$ cat src/rtl/std_fifo_pkg.sv
// Shared definitions for the standard FIFO family: output mode constants and
// the ceiling-log2 helper used to size pointers and counters.
`timescale 1ns/1ps
package std_fifo_pkg;

    // Output mode selectors for the FWFT parameter.
    localparam int FIFO_MODE_REG  = 0;
    localparam int FIFO_MODE_FWFT = 1;

    // Ceiling log2: log2(1)=0, log2(2)=1, log2(5)=3, log2(64)=6.
    // Values of 0 or 1 both return 0.
    function automatic int log2(input int value);
        int result;
        int v;
        result = 0;
        v      = value - 1;
        while (v > 0) begin
            result = result + 1;
            v      = v >> 1;
        end
        return result;
    endfunction

endpackage

$ cat src/rtl/std_fifo_ram.sv
// Simple dual-port storage for the standard FIFO: one write port, one read
// port, registered read data, no reset. A read and a write to the same address
// at the same edge return the previously stored word.
`timescale 1ns/1ps
module std_fifo_ram #(
    parameter int WIDTH  = 8,
    parameter int DEPTH  = 64,
    parameter int ADDR_W = 6
) (
    input  logic              clk,
    input  logic              we,
    input  logic [ADDR_W-1:0] waddr,
    input  logic [WIDTH-1:0]  wdata,
    input  logic              re,
    input  logic [ADDR_W-1:0] raddr,
    output logic [WIDTH-1:0]  rdata
);

    logic [WIDTH-1:0] mem [DEPTH];

    // Write port: store the incoming word when enabled.
    always_ff @(posedge clk) begin
        if (we) begin
            mem[waddr] <= wdata;
        end
    end

    // Read port: registered read, sees the contents from before this edge's write.
    always_ff @(posedge clk) begin
        if (re) begin
            rdata <= mem[raddr];
        end
    end

endmodule

$ cat src/rtl/std_fifo_flex.sv
// Parametrised single-clock FIFO with selectable registered-read or
// first-word-fall-through output, run-time almost-empty/almost-full thresholds
// and sticky overflow/underflow flags. Illegal pushes/pops are simply dropped.
//
// Datapath: the storage read port is always prefetching the word at the read
// pointer as it will be after the current edge, so the oldest stored word is
// available at every edge. When a word is written into the very slot being
// prefetched, the storage returns the old contents; a one-word bypass register
// captures the written data and substitutes it for that one cycle.
//
// In registered mode q is loaded from the oldest stored word on each accepted
// pop. In FWFT mode q is the head register: it holds the oldest word whenever
// the FIFO is non-empty, is loaded straight from d when pushing into an empty
// FIFO, and is refilled from storage when popped. count includes the head.
`timescale 1ns/1ps
module std_fifo_flex
    import std_fifo_pkg::*;
#(
    parameter int WIDTH = 8,
    parameter int DEPTH = 64,
    parameter int FWFT  = FIFO_MODE_REG
) (
    input  logic                  clk,
    input  logic                  rst,
    input  logic                  push,
    input  logic                  pop,
    input  logic [WIDTH-1:0]      d,
    output logic [WIDTH-1:0]      q,
    output logic                  full,
    output logic                  empty,
    output logic [log2(DEPTH):0]  count,
    input  logic [log2(DEPTH):0]  ae_thresh,
    input  logic [log2(DEPTH):0]  af_thresh,
    output logic                  almost_empty,
    output logic                  almost_full,
    input  logic                  err_clr,
    output logic                  overflow,
    output logic                  underflow
);

    localparam int              ADDR_W    = log2(DEPTH);
    localparam logic [ADDR_W:0] DEPTH_CNT = (ADDR_W + 1)'(DEPTH);
    localparam logic [ADDR_W:0] PTR_ONE   = (ADDR_W + 1)'(1);
    localparam logic [ADDR_W:0] PTR_ZERO  = '0;
    localparam bit              IS_FWFT   = (FWFT == FIFO_MODE_FWFT);

    logic [ADDR_W:0]  wr_ptr;
    logic [ADDR_W:0]  rd_ptr;
    logic [ADDR_W:0]  rd_ptr_nxt;
    logic [ADDR_W:0]  count_nxt;
    logic             pop_acc;
    logic             push_acc;
    logic             ram_we;
    logic             ram_has_data;
    logic             load_from_ram;
    logic             load_from_d;
    logic             stale;
    logic             stale_nxt;
    logic [WIDTH-1:0] ram_rdata;
    logic [WIDTH-1:0] bypass_data;
    logic [WIDTH-1:0] ram_head;

    // Acceptance rules and the next occupancy.
    always_comb begin
        pop_acc   = pop & ~empty;
        push_acc  = push & (~full | pop_acc);
        count_nxt = count + {{ADDR_W{1'b0}}, push_acc} - {{ADDR_W{1'b0}}, pop_acc};
    end

    // Routing of words between d, storage and the output register.
    always_comb begin
        load_from_ram = 1'b0;
        load_from_d   = 1'b0;
        ram_we        = push_acc;
        ram_has_data  = (wr_ptr != rd_ptr);
        if (IS_FWFT) begin
            if (pop_acc || empty) begin
                if (ram_has_data) begin
                    load_from_ram = 1'b1;
                end else if (push_acc) begin
                    load_from_d = 1'b1;
                    ram_we      = 1'b0;
                end
            end
        end else begin
            load_from_ram = pop_acc;
        end
        rd_ptr_nxt = rd_ptr + (load_from_ram ? PTR_ONE : PTR_ZERO);
        stale_nxt  = ram_we && (wr_ptr[ADDR_W-1:0] == rd_ptr_nxt[ADDR_W-1:0]);
    end

    assign ram_head = stale ? bypass_data : ram_rdata;

    std_fifo_ram #(
        .WIDTH  (WIDTH),
        .DEPTH  (DEPTH),
        .ADDR_W (ADDR_W)
    ) u_ram (
        .clk   (clk),
        .we    (ram_we),
        .waddr (wr_ptr[ADDR_W-1:0]),
        .wdata (d),
        .re    (1'b1),
        .raddr (rd_ptr_nxt[ADDR_W-1:0]),
        .rdata (ram_rdata)
    );

    // Storage pointers advance on writes into and reads out of storage.
    always_ff @(posedge clk or negedge rst) begin
        if (!rst) begin
            wr_ptr <= '0;
            rd_ptr <= '0;
        end else begin
            if (ram_we) begin
                wr_ptr <= wr_ptr + PTR_ONE;
            end
            rd_ptr <= rd_ptr_nxt;
        end
    end

    // Occupancy with full/empty flags registered alongside it.
    always_ff @(posedge clk or negedge rst) begin
        if (!rst) begin
            count <= '0;
            full  <= 1'b0;
            empty <= 1'b1;
        end else begin
            count <= count_nxt;
            full  <= (count_nxt == DEPTH_CNT);
            empty <= (count_nxt == PTR_ZERO);
        end
    end

    // Output register: reloaded only when a new word is delivered, else holds.
    always_ff @(posedge clk or negedge rst) begin
        if (!rst) begin
            q <= '0;
        end else if (load_from_ram) begin
            q <= ram_head;
        end else if (load_from_d) begin
            q <= d;
        end
    end

    // Marks when the storage read returned pre-write data for the prefetched slot.
    always_ff @(posedge clk or negedge rst) begin
        if (!rst) begin
            stale <= 1'b0;
        end else begin
            stale <= stale_nxt;
        end
    end

    // Copy of the last written word, used while the prefetch is stale.
    always_ff @(posedge clk) begin
        bypass_data <= d;
    end

    // Sticky error flags; a new error wins over a simultaneous clear.
    always_ff @(posedge clk or negedge rst) begin
        if (!rst) begin
            overflow  <= 1'b0;
            underflow <= 1'b0;
        end else begin
            overflow  <= (push & ~push_acc) | (overflow & ~err_clr);
            underflow <= (pop & ~pop_acc) | (underflow & ~err_clr);
        end
    end

    assign almost_empty = (count <= ae_thresh);
    assign almost_full  = (count >= af_thresh);

endmodule

$ cat config.mk
export PLATFORM = sky130hd
export DESIGN_NAME = std_fifo_flex
export DESIGN_NICKNAME = d
export VERILOG_FILES = /design/src/rtl/std_fifo_pkg.sv /design/src/rtl/std_fifo_ram.sv /design/src/rtl/std_fifo_flex.sv
export SDC_FILE = /design/constraint.sdc
export NUM_CORES = 1
export LEC_CHECK = 0
export CAP_MARGIN = 20
export CORE_ASPECT_RATIO = 0.75
export CORE_MARGIN = 5
export CORE_UTILIZATION = 35
export DETAILED_ROUTE_END_ITERATION = 16
export SKIP_LAST_GASP = 1
export SYNTH_ARGS = -nofsm -noshare
export SYNTH_HDL_FRONTEND = slang
export SYNTH_SLANG_ARGS = --single-unit
$ cat constraint.sdc
create_clock -name clk -period 7.6 [get_ports clk]
set_clock_uncertainty 0.2 [all_clocks]
set_input_delay 1.14 -clock clk [delete_from_list [all_inputs] [get_ports clk]]
set_output_delay 1.14 -clock clk [all_outputs]
set_load 0.005 [all_outputs]
==> out/results.tsv <==
metric	value	unit
status	completed	
final period utilization	0.646	
Finished Core Util	0.405	
largest net degree at the start of global routing	66	
reg-to-reg startpoint	empty$_DFF_PN1_	
dpl ws	2.07	ns
CP delay by family, top	buffers and inverters	
IO Count	48	
worst hold endpoint	q[2]$_DFFE_PN0P_	
# setup viols final	0	
clk root buf	clkbuf_16	
worst reg2reg endpoint	u_ram.rdata[7]$_DFF_P_	
post-synthesis sequential area ratio	0.744	
depth of the most critical reg-to-reg path	12	
Yosys top cell by area	edfxtp_1	
first-pass GRT wire length	73200	um
Slew @ Worst Pin	1.04	ns
Num CTS Buffers	51	
routability cong.	0.817	
CTS Hold Buffers Added	0	
YS warnings	0	
worst-path cell chain	clkdlybuf4s50_1, nand2b_1, inv_1, ha_4, ha_4, xnor2_2, buf_4, clkinv_1, buf_16, mux2i_1, a32oi_1, a31oi_1, a31oi_1	
growth of design area from synthesis to finish	14.0	%
DIE WIDTH	301	um
Post-CTS Setup Repair Bufs	0	
Worst-path clk slew	0.07	ns
Gate Count Post-Synth	1119	
Post-synth EDFFs	512	
Period minus WS final	4.91	ns
maxcap violations	0	
CTS tree	done	
Netlist cell types	49	
fmax	204	MHz
CP Max Fanout	39	
Initial Utilization	0.356	
overall global routing resource usage	0.142	
Detail Placement HPWL	30100	um
Post-Place Cells	1988	
synth top area cells	edfxtp_1 (69%), mux4_2 (14%), dfrtp_1 (3.5%), dfxtp_1 (1.4%), ha_1 (1.4%)	
# rows	79	
hold depth	2	
DR iter-0 viols	1087	
WL/cell	23.9	um
Worst path slowest cell	clkinv_1	
Critical Path Start Type	input pin	
maximum vdd ir drop	0.000256	V
Clock Latency Late Sink	0.58	ns
syn_area_per_cell	19.8	sq um
Synth Register Bits	560	
most common cell in the netlist	edfxtp_1	
buffers added on ports	47	
Hold Path Origin	q[2]$_DFFE_PN0P_	
mapped cell area	22200	sq um
hold slack	0.283	ns
RSZ-0062 raised after global routing	no	
Min-Delay Path Class	flip-flop to flip-flop	
Buf+Inv Stages, Crit Path	5	
number of fill cells	5543	
vias in the first global route	10800	
final net count	1243	
PostCTS Resize Cnt	0	
Non-Filler Instances	2084	
post-synth top area share	0.693	
grt total ovfl	0	
vias per std cell	5.16	
Post-DRT Antenna Nets	0	
asr flop ratio synth	0.0571	
Core Area	62400	sq um
final worst slack	2.69	ns
crit path capture type	flip-flop	
max-slew violation count	0	
most used flip-flop cell after synthesis	edfxtp_1	
CTS sink cnt	560	
Detailed Route WL	49700	um
overall die area	68500	sq um
crit path kind	input pin to flip-flop	
most frequent cells after synthesis	edfxtp_1 (512), mux4_2 (137), nand2_1 (77)	
static leakage	8.11	nW
final hold violation count	0	
setup tns final	0	ns
Worst slew margin	0.304	
Worst Path Required	7.81	ns
Power per Cell Area	396	nW/um^2
crit-path max cell delay	0.61	ns
Die Y-Extent	228	um
Critical Path AT	5.12	ns
# H-tree levels	2	
Max clock buf depth	3	
setup slack, reg-to-reg	3.10	ns
total iterations of the first detailed-routing run	5	
ant diodes	0	
via count	10800	
initial antenna violation count	0	
layout cell share with drive strength beyond 1	0.206	
DRC Markers	0	
syn nets	1171	
placed cells by master, fill, tap and decap left out, types with 2 or more instances in the layout:
| cell type | synthesis | routed |
|---|---|---|
| nand3_1 | 18 | 18 |
| o31a_1 | 2 | 2 |
| a21o_1 | 5 | 5 |
| xnor2_1 | 18 | 17 |
| nor2b_1 | 6 | 6 |
| nand2_1 | 77 | 77 |
| a32oi_1 | 7 | 7 |
| buf_2 | 12 | 8 |
| buf_4 | 13 | 23 |
| dfrtp_1 | 31 | 31 |
| clkbuf_1 | 20 | 7 |
| and2_1 | 2 | 2 |
| a21oi_1 | 11 | 11 |
| mux2i_1 | 17 | 17 |
| edfxtp_1 | 512 | 512 |
| ha_1 | 24 | 22 |
| clkinv_1 | 1 | 16 |
| a31oi_1 | 14 | 14 |
| nor2_1 | 73 | 73 |
| mux4_2 | 137 | 137 |
| clkinvlp_4 | 0 | 2 |
| inv_1 | 34 | 34 |
| bufinv_16 | 0 | 5 |
| clkbuf_8 | 0 | 4 |
| nand3b_1 | 10 | 10 |
| mux4_1 | 8 | 8 |
| clkbuf_16 | 0 | 51 |
| nand2b_1 | 2 | 2 |
| o21ai_0 | 15 | 15 |
| clkdlybuf4s50_1 | 0 | 39 |
| ha_4 | 0 | 2 |
| nand4_1 | 4 | 4 |
| clkinv_2 | 0 | 7 |
| dfxtp_1 | 16 | 16 |
| xnor2_2 | 1 | 2 |
| inv_6 | 0 | 3 |
| o21bai_1 | 2 | 2 |
| o22ai_1 | 3 | 3 |
state kept, by name, summed over array words and instances (netlist names):
register and count:
stale 1, wr_ptr 6, q 8, empty 1, u_ram.mem 512, u_ram.rdata 8, bypass_data 8, underflow 1
rd_ptr 6, full 1, count 7, overflow 1
per-stage QoR:
stage	total power (W)	area, sq um
6_report	0.0100	25300
5_1_grt	0.0105	25300
4_1_cts	0.0101	25300
3_5_place_dp	0.00751	23600
3_3_place_gp	0.00746	23600
2_1_floorplan	0.00625	22200
power breakdown:
part | switching [W] | leakage [nW] | internal, W
logic | 0.00201 | 2.17 | 0.00168
registers | 0.000171 | 5.13 | 0.00358
clock network | 0.00113 | 0.810 | 0.00144
logic make-up (layout without fill, tap and decap cells):
logic type               after synthesis  count (layout)  synth area share
adder cells (fa/ha/maj)               25              25            0.0144
multiplexers                         163             163             0.157
AND/OR/NAND/NOR                      199             199            0.0390
buffers and inverters                 89             204            0.0190
XOR/XNOR                              21              21           0.00897
AO/OA/AOI/OAI                         62              62            0.0178
flip-flops                           560             560             0.744
worst max path at each step:
stage | start | to | slack (ns) | cells past startpoint
after global placement | pop | u_ram.rdata[4]$_DFF_P_ | 1.63 | 12
final | pop | u_ram.rdata[7]$_DFF_P_ | 2.69 | 13
after floorplan | pop | u_ram.rdata[1]$_DFF_P_ | 3.47 | 11
after CTS | pop | u_ram.rdata[2]$_DFF_P_ | 2.67 | 11
after global routing | pop | u_ram.rdata[2]$_DFF_P_ | 2.39 | 13
after detailed placement | pop | u_ram.rdata[2]$_DFF_P_ | 2.07 | 11
routing by layer:
layer	global-route usage	routed length (um)	vias to the layer above	share of wire
met5	0	0	-	0
met4	0.0257	701	0	0.014
met3	0.0353	3580	61	0.072
met2	0.196	21100	321	0.42
met1	0.229	24400	5731	0.49
li1	-	-	4639	-
worst register-to-register path: cells and delay by family, from the launching register on:
kind	cells	cell delay [ns]
buf+inv	4	1.70
flops	1	0.54
simple gates	1	0.49
mux	1	0.43
compound gates	3	0.43
fa+ha+maj	2	0.40
xor+xnor	1	0.15
cell type report:
class	count	area, sq um	area share
Clock buffer	62	1360	0.0537
Clock inverter	34	298	0.0118
Inverter	36	135	0.00534
Multi-Input combinational cell	470	5290	0.209
Sequential cell	560	16500	0.652
Tap cell	850	1060	0.0421
Timing Repair Buffer	72	651	0.0257
(Power assumes the default switching activity.)
